--- config.mk ---
export PLATFORM = sky130hd
export DESIGN_NAME = local_port_injection_arbiter_flat
export DESIGN_NICKNAME = d
export VERILOG_FILES = /design/src/rtl/noc_arb_pkg.sv /design/src/rtl/local_port_injection_arbiter_if.sv /design/src/rtl/rr_priority_picker.sv /design/src/rtl/local_port_injection_arbiter.sv /design/src/flat_wrapper.sv
export SDC_FILE = /design/constraint.sdc
export NUM_CORES = 1
export LEC_CHECK = 0
export BUFFER_PORTS_ARGS = -buffer_cell sky130_fd_sc_hd__buf_2
export CORE_MARGIN = 5
export CORE_UTILIZATION = 44
export DETAILED_ROUTE_END_ITERATION = 6
export GPL_TIMING_DRIVEN = 0
export PLACE_DENSITY = 0.79
export SLEW_MARGIN = 20
export SYNTH_ARGS = -nofsm -noshare
export SYNTH_HDL_FRONTEND = slang
export SYNTH_HIERARCHICAL = 1
export SYNTH_SLANG_ARGS = --single-unit
export TNS_END_PERCENT = 100
--- constraint.sdc ---
create_clock -name clk -period 3.1 [get_ports clk]
set_clock_uncertainty 0.15 [all_clocks]
set_input_delay 0.62 -clock clk [delete_from_list [all_inputs] [get_ports clk]]
set_output_delay 0.62 -clock clk [all_outputs]
set_load 0.02 [all_outputs]
--- src/rtl/noc_arb_pkg.sv ---
// Shared definitions for the router local-port arbiters: FSM encodings,
// default sizes and the round-robin index helper.
package noc_arb_pkg;

  typedef enum logic [1:0] {
    IDLE   = 2'b00,
    REQ_DN = 2'b01,
    ACK_UP = 2'b10
  } state_t;

  localparam int unsigned DEF_NUM_REQ  = 4;
  localparam int unsigned DEF_DATA_W   = 32;

  // Index that follows cur in a ring of n requesters.
  function automatic int unsigned rr_next_idx(input int unsigned cur, input int unsigned n);
    return (cur + 1) % n;
  endfunction

endpackage

--- src/rtl/local_port_injection_arbiter_if.sv ---
// Upstream injector and downstream Local-port handshake bundle.
interface local_port_injection_arbiter_if #(
  parameter int unsigned NUM_REQ   = 4,
  parameter int unsigned IDX_W     = 2,
  parameter int unsigned dataWidth = 32,
  parameter int unsigned CNT_W     = 16
);
  logic [NUM_REQ-1:0]           ReqUpStr;
  logic [NUM_REQ*dataWidth-1:0] PacketIn;
  logic [NUM_REQ-1:0]           GntUpStr;
  logic                         ReqDnStr;
  logic                         GntDnStr;
  logic                         DnStrFull;
  logic [dataWidth-1:0]         PacketOut;
  logic [IDX_W-1:0]             GrantIdx;
  logic                         Busy;
  logic [CNT_W-1:0]             PktCount;

  modport master (
    input  ReqUpStr, PacketIn, GntDnStr, DnStrFull,
    output GntUpStr, ReqDnStr, PacketOut, GrantIdx, Busy, PktCount
  );

  modport slave (
    output ReqUpStr, PacketIn, GntDnStr, DnStrFull,
    input  GntUpStr, ReqDnStr, PacketOut, GrantIdx, Busy, PktCount
  );
endinterface

--- src/rtl/rr_priority_picker.sv ---
// Combinational round-robin picker: first set request scanning upward from
// the slot after last_grant, wrapping.
module rr_priority_picker
  import noc_arb_pkg::*;
#(
  parameter int unsigned NUM_REQ = DEF_NUM_REQ,
  parameter int unsigned IDX_W   = 2
) (
  input  logic [NUM_REQ-1:0] req,
  input  logic [IDX_W-1:0]   last_grant,
  output logic [IDX_W-1:0]   winner,
  output logic               valid
);

  always_comb begin
    int unsigned cand;
    winner = '0;
    valid  = 1'b0;
    for (int unsigned k = 0; k < NUM_REQ; k++) begin
      cand = rr_next_idx(32'(last_grant) + k, NUM_REQ);
      if (!valid && req[cand]) begin
        winner = IDX_W'(cand);
        valid  = 1'b1;
      end
    end
  end

endmodule

--- src/rtl/local_port_injection_arbiter.sv ---
// Shares one router Local input port between NUM_REQ injectors: round-robin
// upstream arbitration, packet latch and downstream Req/Gnt handshake.
module local_port_injection_arbiter
  import noc_arb_pkg::*;
#(
  parameter int unsigned NUM_REQ   = DEF_NUM_REQ,
  parameter int unsigned IDX_W     = 2,
  parameter int unsigned dataWidth = DEF_DATA_W,
  parameter int unsigned CNT_W     = 16
) (
  input  logic                          clk,
  input  logic                          reset,
  local_port_injection_arbiter_if.master bus
);

  state_t               state, state_nxt;
  logic                 req_dn, req_dn_nxt;
  logic [NUM_REQ-1:0]   gnt_up, gnt_up_nxt;
  logic [dataWidth-1:0] pkt, pkt_nxt;
  logic [IDX_W-1:0]     idx, idx_nxt;
  logic [IDX_W-1:0]     last, last_nxt;
  logic [CNT_W-1:0]     cnt, cnt_nxt;
  logic [IDX_W-1:0]     win;
  logic                 win_vld;

  rr_priority_picker #(
    .NUM_REQ (NUM_REQ),
    .IDX_W   (IDX_W)
  ) u_picker (
    .req        (bus.ReqUpStr),
    .last_grant (last),
    .winner     (win),
    .valid      (win_vld)
  );

  // last resets to NUM_REQ-1 so requester 0 holds first priority
  always_ff @(posedge clk or posedge reset) begin
    if (reset) begin
      state  <= IDLE;
      req_dn <= 1'b0;
      gnt_up <= '0;
      pkt    <= '0;
      idx    <= '0;
      last   <= IDX_W'(NUM_REQ - 1);
      cnt    <= '0;
    end else begin
      state  <= state_nxt;
      req_dn <= req_dn_nxt;
      gnt_up <= gnt_up_nxt;
      pkt    <= pkt_nxt;
      idx    <= idx_nxt;
      last   <= last_nxt;
      cnt    <= cnt_nxt;
    end
  end

  always_comb begin
    state_nxt  = state;
    req_dn_nxt = req_dn;
    gnt_up_nxt = '0;
    pkt_nxt    = pkt;
    idx_nxt    = idx;
    last_nxt   = last;
    cnt_nxt    = cnt;
    case (state)
      IDLE: begin
        if (win_vld && !bus.DnStrFull) begin
          pkt_nxt    = bus.PacketIn[win*dataWidth +: dataWidth];
          idx_nxt    = win;
          req_dn_nxt = 1'b1;
          state_nxt  = REQ_DN;
        end
      end
      REQ_DN: begin
        if (bus.GntDnStr) begin
          req_dn_nxt = 1'b0;
          gnt_up_nxt = NUM_REQ'(1) << idx;
          cnt_nxt    = cnt + CNT_W'(1);
          state_nxt  = ACK_UP;
        end
      end
      ACK_UP: begin
        // Wait for the winner to drop its request so it is never re-arbitrated
        if (!bus.ReqUpStr[idx]) begin
          last_nxt  = idx;
          state_nxt = IDLE;
        end
      end
      default: begin
        req_dn_nxt = 1'b0;
        state_nxt  = IDLE;
      end
    endcase
  end

  assign bus.ReqDnStr  = req_dn;
  assign bus.GntUpStr  = gnt_up;
  assign bus.PacketOut = pkt;
  assign bus.GrantIdx  = idx;
  assign bus.PktCount  = cnt;
  assign bus.Busy      = (state != IDLE);

endmodule
--- src/flat_wrapper.sv ---
// flat-port wrapper written by rule: the top's interface ports become plain ports
module local_port_injection_arbiter_flat import noc_arb_pkg::*;
#(
  parameter int unsigned NUM_REQ   = DEF_NUM_REQ,
  parameter int unsigned IDX_W     = 2,
  parameter int unsigned dataWidth = DEF_DATA_W,
  parameter int unsigned CNT_W     = 16
)
  (clk, reset, bus_ReqUpStr, bus_PacketIn, bus_GntDnStr, bus_DnStrFull, bus_GntUpStr, bus_ReqDnStr, bus_PacketOut, bus_GrantIdx, bus_Busy, bus_PktCount);
  local_port_injection_arbiter_if #(.NUM_REQ(NUM_REQ), .IDX_W(IDX_W), .dataWidth(dataWidth), .CNT_W(CNT_W)) bus_i ();
  input  logic clk;
  input  logic reset;
  input wire logic [$bits(bus_i.ReqUpStr)-1:0] bus_ReqUpStr;
  input wire logic [$bits(bus_i.PacketIn)-1:0] bus_PacketIn;
  input wire logic [$bits(bus_i.GntDnStr)-1:0] bus_GntDnStr;
  input wire logic [$bits(bus_i.DnStrFull)-1:0] bus_DnStrFull;
  output wire logic [$bits(bus_i.GntUpStr)-1:0] bus_GntUpStr;
  output wire logic [$bits(bus_i.ReqDnStr)-1:0] bus_ReqDnStr;
  output wire logic [$bits(bus_i.PacketOut)-1:0] bus_PacketOut;
  output wire logic [$bits(bus_i.GrantIdx)-1:0] bus_GrantIdx;
  output wire logic [$bits(bus_i.Busy)-1:0] bus_Busy;
  output wire logic [$bits(bus_i.PktCount)-1:0] bus_PktCount;
  assign bus_i.ReqUpStr = bus_ReqUpStr;
  assign bus_i.PacketIn = bus_PacketIn;
  assign bus_i.GntDnStr = bus_GntDnStr;
  assign bus_i.DnStrFull = bus_DnStrFull;
  assign bus_GntUpStr = bus_i.GntUpStr;
  assign bus_ReqDnStr = bus_i.ReqDnStr;
  assign bus_PacketOut = bus_i.PacketOut;
  assign bus_GrantIdx = bus_i.GrantIdx;
  assign bus_Busy = bus_i.Busy;
  assign bus_PktCount = bus_i.PktCount;
  local_port_injection_arbiter #(.NUM_REQ(NUM_REQ), .IDX_W(IDX_W), .dataWidth(dataWidth), .CNT_W(CNT_W)) u_core (.clk(clk), .reset(reset), .bus(bus_i));
endmodule
==> flow_summary_export.csv <==
group,metric,value,unit
run_status,status,"finished clean",
placement,dp_slack,0.186,ns
global_routing,grt_first_pass_wirelength,13.4,mm
sta,rsz0062_at_grt,"no",
drt,dr.pass1.iters,4,
power_and_ir_drop,p_per_area,880,mW/mm^2
sta,hold_viol,0,
yosys,synth_top_area_frac,0.440,
drt,via_per_inst,5.11,
yosys,synth_xor_area_frac,0.0405,
yosys,synth_top_family_by_area,"multiplexers",
power_and_ir_drop,peakVddDrop,0.448,mV
clocking,clk_latency,0.32,ns
drt,postRouteAntennaNets,0,
sta,drv_slew,0,
layout,stdcell_area,0.00454,mm^2
layout,drive_gt1_frac,0.685,
worst_hold_path,hold_class,"input port to asynchronous set/reset pin",
layout,syn_to_final_growth,40.1,%
critical_path,worstPathMaxFanout,10,
critical_path,setup.worst_path.class,"flop to flop",
yosys,synth_simple_gate_area_share,0.0903,
yosys,synthAdderAreaFrac,0.00386,
sta,whs,0.266,ns
critical_path,end_kind,"flop",
layout,nNetsFinal,558,
drt,wl_per_cell,15.8,um
layout,final_cell_mix,"buf_2, dfrtp_1, mux4_2, mux2_2, nand2_1",
floorplan,fp-row-count,31,
sta,setup_ws,0.492,ns
clocking,cts_tree,"built",
placement,hpwl,6.80,mm
clocking,cts.sinks,59,
floorplan,initial_core_util,0.449,
yosys,syn_avg_cell_area,14.8,um^2
placement,placed_area,0.00432,mm^2
yosys,synth-seq-area-share,0.456,
layout,layout.cells.non_filler,525,
global_routing,grt_pass1_vias,2878,
floorplan,die_area,0.00918,mm^2
power_and_ir_drop,combinationalPowerShare,0.489,
floorplan,die_w,95.8,um
yosys,synthArstFlopShare,1.00,
yosys,synthTopCellsByArea,"dfrtp_1, mux4_2, mux2_2",
power_and_ir_drop,seq_power_share,0.324,
drt,vias,2681,
run,cap_viol_max_count,0,
critical_path,ff2ff_setup_slack,0.49,ns
yosys,synth_area,0.00324,mm^2
sta,worst_slew_margin_rel,0.526,
sta,finalCritPeriodShare,0.841,
yosys,synth.area.mux_share,0.357,
placement,dpl.cell_count,509,
yosys,synth_compound_area_frac,0.0162,
layout,n_antenna_cell,0,
yosys,synth_cells,219,
floorplan,die_h,95.8,um
critical_path,ff2ff_path_depth,6,
power_and_ir_drop,swShare,0.370,
power_and_ir_drop,p_leak,2.22,nW
clocking,cts_resized,0,
floorplan,boundaryPins,192,
yosys,synth_top_cell_by_area,"dfrtp_1",
layout,final_util,0.629,
sta,fin_crit,2.61,ns
drt,dr.first_iter.drc_count,78,
layout,final_common_cell,"buf_2",
clocking,cts_max_path_buffers,2,
critical_path,cp.arrival,2.66,ns
placement,port_buffers,191,
power_and_ir_drop,internal_power,2.52,mW
clocking,htree_levels,3,
sta,fin_tns_setup,0,ns
power_and_ir_drop,switchingPower,1.48,mW
critical_path,crit_path_frequent_cell,"clkbuf_1",
yosys,ys_types,36,
drt,drc_errors,0,
global_routing,grt_max_degree,60,
sta,worstMarginPinSlew,0.712,ns
clocking,root_buffer,"clkbuf_8",
global_routing,grt_antenna_before_repair,1,
sta,finalSetupViolCount,0,
floorplan,coreArea,0.00721,mm^2
power_and_ir_drop,power.share.clock,0.188,
yosys,syn_nets,356,
clocking,cts_setup_buffers,0,
placement,gp_congestion,0.770,
global_routing,overflow,0,
global_routing,grt_util_all_layers,0.190,
critical_path,cp_slowest_stage_delay,0.59,ns
yosys,synth-edff-count,0,
power_and_ir_drop,power,4.00,mW
clocking,hold_buffers,0,
critical_path,startpoint_type,"flop",
critical_path,cp_slowest_cell,"dfstp_2",
clocking,clk_pin_slew,0.07,ns
sta,maxClockFrequency,383,MHz
yosys,synth_flop_cell,"dfrtp_1",
yosys,ys_ff_latch,59,
critical_path,crit_chain,"a31oi_1 -> a21oi_1 -> clkbuf_1 -> clkbuf_1 -> mux4_2 -> mux2_2",
critical_path,critical_path_required,3.16,ns
yosys,ys_warn_count,6,
clocking,numCtsBuffers,9,
drt,drt-total-wl,8.31,mm
==> final cells by class <==
cell class	count	area, um^2
Buffer	12	100
Clock inverter	7	92.6
Multi-Input combinational cell	144	1650
Tap cell	99	124
Timing Repair Buffer	191	956
Clock buffer	9	124
Inverter	4	17.5
Sequential cell	59	1480
Fill cell	598	2670
==> kinds of logic (layout without fill, tap and decap cells) <==
logic type / count (synthesis) / after routing
AOI/OAI and AO/OA: 7 / 7
xor gates and xnor gates: 15 / 15
adders and majority gates: 1 / 1
buffers and inverters: 16 / 223
DFF: 59 / 59
muxes: 70 / 70
and+or+nand+nor: 51 / 51
==> routing by layer <==
layer / part of all wire / GRT usage / wire length, um
met4: 0.013 / 0.0438 / 112
met1: 0.35 / 0.214 / 2950
met5: 0.00084 / 0 / 7
met2: 0.53 / 0.342 / 4420
met3: 0.098 / 0.0680 / 818
==> power groups by stage <==
stage	clock network [mW]	registers, mW	logic (mW)
after detailed placement	0	1.31	1.99
after CTS	0.770	1.30	1.99
after global placement	0	1.29	1.94
after floorplan	0	1.62	1.08
final	0.750	1.29	1.95
after global routing	0.803	1.34	2.11
==> flip-flops by register name, summed over array words and instances, names as in the netlist <==
register / count
u_core/bus.PktCount: 16
u_core/bus.PacketOut: 32
u_core/bus.GrantIdx: 2
u_core/state: 2
u_core/bus.ReqDnStr: 1
u_core/bus.GntUpStr: 4
u_core/last: 2
==> worst paths after layout <==
kind                                                     start                                   end
setup / recovery                    u_core/last[1]$_DFFE_PP1P_   u_core/bus.PacketOut[5]$_DFFE_PP0P_
hold / removal                                           reset  u_core/bus.PacketOut[24]$_DFFE_PP0P_
setup reg to reg                    u_core/last[1]$_DFFE_PP1P_   u_core/bus.PacketOut[5]$_DFFE_PP0P_
hold reg to reg            u_core/bus.PktCount[15]$_DFFE_PP0P_   u_core/bus.PktCount[15]$_DFFE_PP0P_
max in group asynchronous                                reset  u_core/bus.PacketOut[27]$_DFFE_PP0P_
min in group clk           u_core/bus.PktCount[15]$_DFFE_PP0P_   u_core/bus.PktCount[15]$_DFFE_PP0P_
==> Yosys cell counts (2+ instances only) <==
cell type and n:
xnor2_1 13, nand4_1 3, dfrtp_1 57, nand2_1 16, nor3_1 3, clkbuf_1 3
nor2_1 9, xor2_1 2, buf_2 2, mux2_2 33, mux4_2 33, mux2_1 3
dfstp_2 2, a21oi_1 2, inv_1 4, nand2b_1 4, buf_6 7, nand3_1 5
==> worst max-delay path, delay by kind of cell (launching register included) <==
kind	cells	cell delay [ns]
AO/OA/AOI/OAI	2	0.23
buffers and inverters	2	0.84
flip-flops	1	0.59
multiplexers	2	0.69
Power figures use the tool's default switching activity.
